--- config.mk ---
export PLATFORM = sky130hd
export DESIGN_NAME = dec_scan_unit_flat
export DESIGN_NICKNAME = d
export VERILOG_FILES = /design/src/rtl/dec_scan_pkg.sv /design/src/rtl/dec_scan_unit_if.sv /design/src/rtl/dec_scan_prescaler.sv /design/src/rtl/dec_scan_unit.sv /design/src/flat_wrapper.sv
export SDC_FILE = /design/constraint.sdc
export NUM_CORES = 1
export LEC_CHECK = 0
export BUFFER_PORTS_ARGS = -buffer_cell sky130_fd_sc_hd__clkbuf_2
export CAP_MARGIN = 20
export CELL_PAD_IN_SITES_DETAIL_PLACEMENT = 2
export CELL_PAD_IN_SITES_GLOBAL_PLACEMENT = 2
export CORE_MARGIN = 2
export CORE_UTILIZATION = 34
export CTS_BUF_LIST = sky130_fd_sc_hd__clkbuf_16
export DETAILED_ROUTE_END_ITERATION = 6
export PLACE_DENSITY_LB_ADDON = 0.1
export SYNTH_ARGS = -nofsm -noshare
export SYNTH_HDL_FRONTEND = slang
export SYNTH_SLANG_ARGS = --single-unit
--- constraint.sdc ---
create_clock -name clk -period 5.71 [get_ports clk]
set_clock_uncertainty 0.05 [all_clocks]
set_input_delay 0.2855 -clock clk [delete_from_list [all_inputs] [get_ports clk]]
set_output_delay 0.2855 -clock clk [all_outputs]
set_load 0.05 [all_outputs]
--- src/rtl/dec_scan_pkg.sv ---
// Shared types and helpers for the dec_scan_unit slice.
// Contents:
//   mode_e    - external mode selection (DIRECT / SCAN)
//   state_e   - FSM state encoding of the top level
//   onehot()  - decode an index into a one-hot vector of the widest legal size;
//               callers truncate the result to their own output width.
// Configuration macro affecting this slice: DEC_SCAN_ACTIVE_LOW_EN (used in the top).
package dec_scan_pkg;

   // Largest supported select width; the output width follows as 2**SEL_W.
   localparam int SEL_W_MAX = 5;
   localparam int OUT_W_MAX = 2 ** SEL_W_MAX;

   typedef enum logic {
      MODE_DIRECT = 1'b0,
      MODE_SCAN   = 1'b1
   } mode_e;

   typedef enum logic {
      ST_DIRECT = 1'b0,
      ST_SCAN   = 1'b1
   } state_e;

   // Returns a vector with only bit 'sel' set. Sized for the widest build so
   // that any instance can slice off the low OUT_W bits.
   function automatic logic [OUT_W_MAX-1:0] onehot(input logic [SEL_W_MAX-1:0] sel);
      logic [OUT_W_MAX-1:0] v;
      v      = '0;
      v[sel] = 1'b1;
      return v;
   endfunction

endpackage

--- src/rtl/dec_scan_unit_if.sv ---
// Bus interface of dec_scan_unit.
// Signals:
//   en       enable of the decoded outputs
//   mode     0 = DIRECT, 1 = SCAN
//   sel      index decoded in DIRECT mode
//   div_max  SCAN step period in cycles, minus 1
//   y        one-hot decoded output
//   idx      index currently driven on y
//   tick     one-cycle pulse on each SCAN step
// Modports:
//   master - the controller side (drives en/mode/sel/div_max)
//   slave  - the decoder side (drives y/idx/tick)
interface dec_scan_unit_if #(
   parameter int SEL_W = 2,
   parameter int DIV_W = 16
);
   localparam int OUT_W = 2 ** SEL_W;

   logic             en;
   logic             mode;
   logic [SEL_W-1:0] sel;
   logic [DIV_W-1:0] div_max;
   logic [OUT_W-1:0] y;
   logic [SEL_W-1:0] idx;
   logic             tick;

   modport master (
      output en, mode, sel, div_max,
      input  y, idx, tick
   );

   modport slave (
      input  en, mode, sel, div_max,
      output y, idx, tick
   );

endinterface

--- src/rtl/dec_scan_prescaler.sv ---
// Step-rate prescaler for the SCAN mode of dec_scan_unit.
// Ports:
//   clk      rising-edge clock
//   rst      synchronous active-high reset
//   clear    forces the counter to 0 and suppresses tick (DIRECT mode / scan entry)
//   hold     freezes the counter and suppresses tick (outputs disabled)
//   div_max  step period minus 1
//   wrap     combinational: a step happens on the coming edge
//   tick     registered one-cycle pulse marking each step
module dec_scan_prescaler #(
   parameter int DIV_W = 16
) (
   input  logic             clk,
   input  logic             rst,
   input  logic             clear,
   input  logic             hold,
   input  logic [DIV_W-1:0] div_max,
   output logic             wrap,
   output logic             tick
);

   logic [DIV_W-1:0] cnt;

   // Using >= rather than == means that lowering div_max below the current
   // count wraps on the next edge instead of running all the way round.
   assign wrap = !clear && !hold && (cnt >= div_max);

   // Counter and tick register. clear wins over hold so that entering SCAN
   // always starts a fresh period even when the outputs are disabled.
   always_ff @(posedge clk) begin
      if (rst) begin
         cnt  <= '0;
         tick <= 1'b0;
      end else if (clear) begin
         cnt  <= '0;
         tick <= 1'b0;
      end else if (hold) begin
         tick <= 1'b0;
      end else if (wrap) begin
         cnt  <= '0;
         tick <= 1'b1;
      end else begin
         cnt  <= cnt + DIV_W'(1);
         tick <= 1'b0;
      end
   end

endmodule

--- src/rtl/dec_scan_unit.sv ---
// Registered N-to-2^N one-hot decoder with a DIRECT mode (decode sel) and a
// SCAN mode (rotate the active line at a programmable rate), used to drive
// digit-select / row-strobe lines.
// Ports:
//   clk   rising-edge clock
//   rst   synchronous active-high reset
//   bus   dec_scan_unit_if.slave (en, mode, sel, div_max in; y, idx, tick out)
// Parameters: SEL_W (1..5, output width 2**SEL_W), DIV_W (prescaler width).
// Macro DEC_SCAN_ACTIVE_LOW_EN: when defined, y is bitwise inverted
// (idle/disabled value all ones, selected line 0); idx and tick are unchanged.
module dec_scan_unit
   import dec_scan_pkg::*;
#(
   parameter int SEL_W = 2,
   parameter int DIV_W = 16
) (
   input  logic              clk,
   input  logic              rst,
   dec_scan_unit_if.slave    bus
);

   localparam int OUT_W = 2 ** SEL_W;

   state_e           state;
   mode_e            mode_in;
   logic [SEL_W-1:0] idx_q;
   logic [SEL_W-1:0] idx_next;
   logic [OUT_W-1:0] y_q;
   logic             clear;
   logic             hold;
   logic             wrap;
   logic             tick_q;

   assign mode_in = mode_e'(bus.mode);

   // The counter restarts whenever we are in, or just leaving, DIRECT mode,
   // so the first step after entering SCAN comes a full period later.
   assign clear = (mode_in == MODE_DIRECT) || (state == ST_DIRECT);
   assign hold  = !bus.en;

   dec_scan_prescaler #(
      .DIV_W (DIV_W)
   ) u_prescaler (
      .clk     (clk),
      .rst     (rst),
      .clear   (clear),
      .hold    (hold),
      .div_max (bus.div_max),
      .wrap    (wrap),
      .tick    (tick_q)
   );

   // Next index: DIRECT follows sel, SCAN advances on each prescaler step and
   // otherwise keeps the last value (which is how a scan resumes from the
   // last decoded index). Natural SEL_W overflow gives the wrap to 0.
   always_comb begin
      idx_next = idx_q;
      if (mode_in == MODE_DIRECT) begin
         idx_next = bus.sel;
      end else if (wrap) begin
         idx_next = idx_q + SEL_W'(1);
      end
   end

   // FSM plus output registers. Mode is applied first (it decides idx_next),
   // then en only gates y, so y and idx always move on the same edge.
   always_ff @(posedge clk) begin
      if (rst) begin
         state <= ST_DIRECT;
         idx_q <= '0;
         y_q   <= '0;
      end else begin
         state <= (mode_in == MODE_SCAN) ? ST_SCAN : ST_DIRECT;
         idx_q <= idx_next;
         y_q   <= bus.en ? OUT_W'(onehot(SEL_W_MAX'(idx_next))) : '0;
      end
   end

`ifdef DEC_SCAN_ACTIVE_LOW_EN
   assign bus.y = ~y_q;
`else
   assign bus.y = y_q;
`endif
   assign bus.idx  = idx_q;
   assign bus.tick = tick_q;

endmodule
--- src/flat_wrapper.sv ---
// flat-port wrapper written by rule: the top's interface ports become plain ports
module dec_scan_unit_flat import dec_scan_pkg::*;
#(
   parameter int SEL_W = 2,
   parameter int DIV_W = 16
)
  (clk, rst, bus_en, bus_mode, bus_sel, bus_div_max, bus_y, bus_idx, bus_tick);
  dec_scan_unit_if #(.SEL_W(SEL_W), .DIV_W(DIV_W)) bus_i ();
  input  logic clk;
  input  logic rst;
  input wire logic [$bits(bus_i.en)-1:0] bus_en;
  input wire logic [$bits(bus_i.mode)-1:0] bus_mode;
  input wire logic [$bits(bus_i.sel)-1:0] bus_sel;
  input wire logic [$bits(bus_i.div_max)-1:0] bus_div_max;
  output wire logic [$bits(bus_i.y)-1:0] bus_y;
  output wire logic [$bits(bus_i.idx)-1:0] bus_idx;
  output wire logic [$bits(bus_i.tick)-1:0] bus_tick;
  assign bus_i.en = bus_en;
  assign bus_i.mode = bus_mode;
  assign bus_i.sel = bus_sel;
  assign bus_i.div_max = bus_div_max;
  assign bus_y = bus_i.y;
  assign bus_idx = bus_i.idx;
  assign bus_tick = bus_i.tick;
  dec_scan_unit #(.SEL_W(SEL_W), .DIV_W(DIV_W)) u_core (.clk(clk), .rst(rst), .bus(bus_i));
endmodule
==> metrics.md <==
| Metric | Value |
|---|---|
| Outcome | complete, no violations |
| GPL Wtd Cong | 0.707 |
| Met1 global-route usage | 18.8% |
| Post-CTS Hold Buffers | 0 |
| Most frequent CP cell | sky130_fd_sc_hd__a311oi_2 |
| Number of ports placed on the die boundary | 29 |
| Endpoint arrival time on the critical path | 2.43 ns |
| Area of the core | 4440 sq um |
| Clock Path Buffers | 2 |
| Remaining max-slew budget at the tightest pin | 65.2% |
| Crit path cell chain | ha_1 > a21o_1 > a21oi_1 > o221ai_2 > a311oi_2 > o31ai_1 > a311oi_2 |
| TritonCTS Buffers | 3 |
| Type of the worst setup path | reg2reg |
| Number of instances in the synthesized netlist | 182 |
| Buffering stage count on the worst path with inverters included | 0 |
| Pwr per Cell Area | 197 nW/um^2 |
| Number of global-route vias before repair | 1538 |
| Net Sw Frac | 23.9% |
| Accumulated negative setup slack | 0 ns |
| Number of cells traversed by the worst register-to-register path | 7 |
| Synthesized area per cell | 8.80 sq um |
| Worst flop-to-flop path startpoint | u_core.u_prescaler.cnt[11]$_SDFFE_PP0P_ |
| GR Util All Layers | 17.6% |
| Violation count after the first detailed-route iteration | 23 |
| Syn-to-layout area delta | 15.5% |
| Most frequent standard cell in the layout excluding fill and tap cells | sky130_fd_sc_hd__clkbuf_2 |
| Kind of launch point of the worst setup path | flip-flop |
| TritonCTS clock tree | built |
| Remaining global-route overflow | 0 |
| Met2 Usage GRT | 35.1% |
| Finish-stage setup viols | 0 |
| Global-route wire length before repair | 7200 microns |
| Quantity of I/O buffers inserted on ports | 28 |
| Met3 Track Usage GR | 2.35% |
| Reported net switching power | 86.9 uW |
| Clk network pwr share | 41.9% |
| Clock-pin slew on the worst setup and hold paths | 0.06 ns |
| Die Span Y | 72.6 microns |
| Drt wl/cell | 16.5 microns |
| Reg2Reg Setup Slack | 3.40 ns |
| Gates resized, CTS repair | 0 |
| Pin count of the biggest net entering global routing | 15 |
| Row count | 24 |
| Slowest cell on the critical path | sky130_fd_sc_hd__a311oi_2 |
| Number of vias in the routed layout | 1376 |
| Synth Register Bits | 24 |
| RSZ-0062 raised after global routing | no |
| MaxCap Viol Count | 0 |
| Detailed-router iteration count before antenna repair | 4 |
| Leakage power | 0.818 nW |
| Internal power | 277 uW |
| Number of nets with antenna violations after routing | 0 |
| Skew-Pair Late Insertion Delay | 0.26 ns |
| Die span in x | 72.6 microns |
| RR Endpoint | u_core.bus.idx[1]$_SDFF_PP0_ |
| # DRC | 0 |
| Path length in cells of the critical path | 7 |
| CP Max Fanout | 7 |
| GRT busiest layer | met2 |
| Most frequent cells in the layout | sky130_fd_sc_hd__clkbuf_2, sky130_fd_sc_hd__dfxtp_1, sky130_fd_sc_hd__inv_1 |
| Part of the power in registers | 47.3% |
| Cell at the root of the clock tree | sky130_fd_sc_hd__clkbuf_16 |
| Post-detail-place hpwl | 3570 microns |
| Number of synthesized flops with an enable pin | 0 |
| Die Footprint | 5280 sq um |
| Count of buffers added by post-CTS timing repair for setup | 0 |
| Maximum clock rate | 433 MHz |
| Most frequently used flop master after synthesis | sky130_fd_sc_hd__dfxtp_1 |
| Vias per std cell | 5.27 |
| Comb pwr share | 10.8% |
| Count of yosys warnings during synthesis | 0 |
| Maximum vdd drop | 0.000102 V |
| Netlist area before placement | 1600 sq um |
| Number of diodes | 0 |
| Type of element capturing the critical path | flip-flop |
| Number of antenna violations at the first check in global routing | 0 |
| Endpoints failing hold | 0 |
| Time the final worst path needs with I/O delays and setup | 2.31 ns |
| Routed wire length | 4310 microns |
| Finished Core Util | 41.6% |
| Share of synthesized registers carrying an async set or reset | 0% |
| Initial core utilization | 36.0% |
| Syn nets | 221 |
| Critical path data required time | 5.83 ns |
| Layout cells sized above 1 | 24.9% |
| Slew @ Worst Pin | 0.522 ns |
| Sequential share of the synthesized area | 30.0% |
| Critical Path Source | u_core.u_prescaler.cnt[11]$_SDFFE_PP0P_ |
| Hold crit path type | in2reg |
| Stage delay of the slowest cell on the critical path | 0.46 ns |
| Endpoint of the most critical setup path | u_core.bus.idx[1]$_SDFF_PP0_ |
| Post-synth cell types | 38 |
| Kind of cell adding the most delay to the critical path | compound AO/OA/AOI/OAI gates |
| CTS sink count | 24 |
| Share of the clock period used by the worst path after layout | 40.4% |
| Final Net Count | 250 |
| H-Tree Level Count | 1 |
| Number of pins exceeding their max-slew limit in the final report | 0 |
sequential cells by signal, summed over array words and instances (netlist names):
name / cells
u_core.bus.idx: 2
u_core.bus.y: 4
u_core.state: 1
u_core.u_prescaler.cnt: 16
u_core.u_prescaler.tick: 1
worst min path at each step:
stage	start	endpoint	slack [ns]	depth (start not counted)
6_report	rst	u_core.bus.idx[1]$_SDFF_PP0_	0.24	2
5_1_grt	rst	u_core.bus.idx[1]$_SDFF_PP0_	0.25	2
4_1_cts	rst	u_core.bus.idx[1]$_SDFF_PP0_	0.24	2
3_5_place_dp	u_core.u_prescaler.cnt[0]$_SDFFE_PP0P_	u_core.u_prescaler.cnt[0]$_SDFFE_PP0P_	0.46	2
3_3_place_gp	u_core.u_prescaler.cnt[0]$_SDFFE_PP0P_	u_core.u_prescaler.cnt[0]$_SDFFE_PP0P_	0.45	2
2_1_floorplan	rst	u_core.bus.idx[1]$_SDFF_PP0_	0.30	1
layout make-up:
class / instances / area, sq um
fillers: 518 / 2590
multi-input cells: 134 / 1010
flip-flops and latches: 24 / 480
repair buffers: 28 / 140
clock buffers: 3 / 75.1
inverters: 20 / 75.1
well taps: 52 / 65.1
power groups by stage:
stage | sequential (mW) | combinational [mW] | clock, mW
floorplan | 0.182 | 0.0185 | 0
global placement | 0.176 | 0.0374 | 0
detailed placement | 0.176 | 0.0398 | 0
CTS | 0.172 | 0.0401 | 0.157
global route | 0.172 | 0.0435 | 0.163
finish | 0.172 | 0.0391 | 0.153
cells in the mapped netlist (all sizes together), types with 4 or more instances:
library cell	number	share of area (%)
a21oi	7	2.4
o21ai	5	1.6
xnor2	4	2.2
nor2	22	9.8
nand2	15	3.5
ha	17	13
nand4	6	2.3
nor3	4	1.3
nand3	11	3.8
xor2	10	5.5
and3	6	2.3
dfxtp	24	30
inv	20	4.7
worst reg2reg max path: cells and delay by family, from the launching register on:
kind	cells	cell delay, ns
flip-flops	1	0.41
AO/OA/AOI/OAI	6	1.46
adder cells (fa/ha/maj)	1	0.30
through the flow:
step	instances	total power [mW]	hold slack [ns]	cell area, sq um	worst slack, ns
floorplan	182	0.201	0.303	1600	3.65
global placement	258	0.213	0.447	1780	3.47
detailed placement	258	0.216	0.464	1780	3.37
CTS	261	0.369	0.235	1850	3.38
global route	261	0.378	0.254	1850	3.23
finish	261	0.364	0.237	1850	3.40
logic make-up (layout without fill, tap and decap cells):
| group | after synthesis | count (layout) | synth area share (%) |
|---|---|---|---|
| simple gates | 78 | 78 | 29.8 |
| compound gates | 25 | 25 | 12.6 |
| flops | 24 | 24 | 30.0 |
| buf+inv | 24 | 51 | 6.64 |
| fa+ha+maj | 17 | 17 | 13.3 |
| xor+xnor | 14 | 14 | 7.66 |
layer usage:
layer  up-vias  part of all wire, %
li1        687                    -
met1       660                   40
met2        21                   56
met3         8                  2.2
met4         0                  1.8
met5         -                    0
Note: power is estimated with default switching activity, not from simulation.
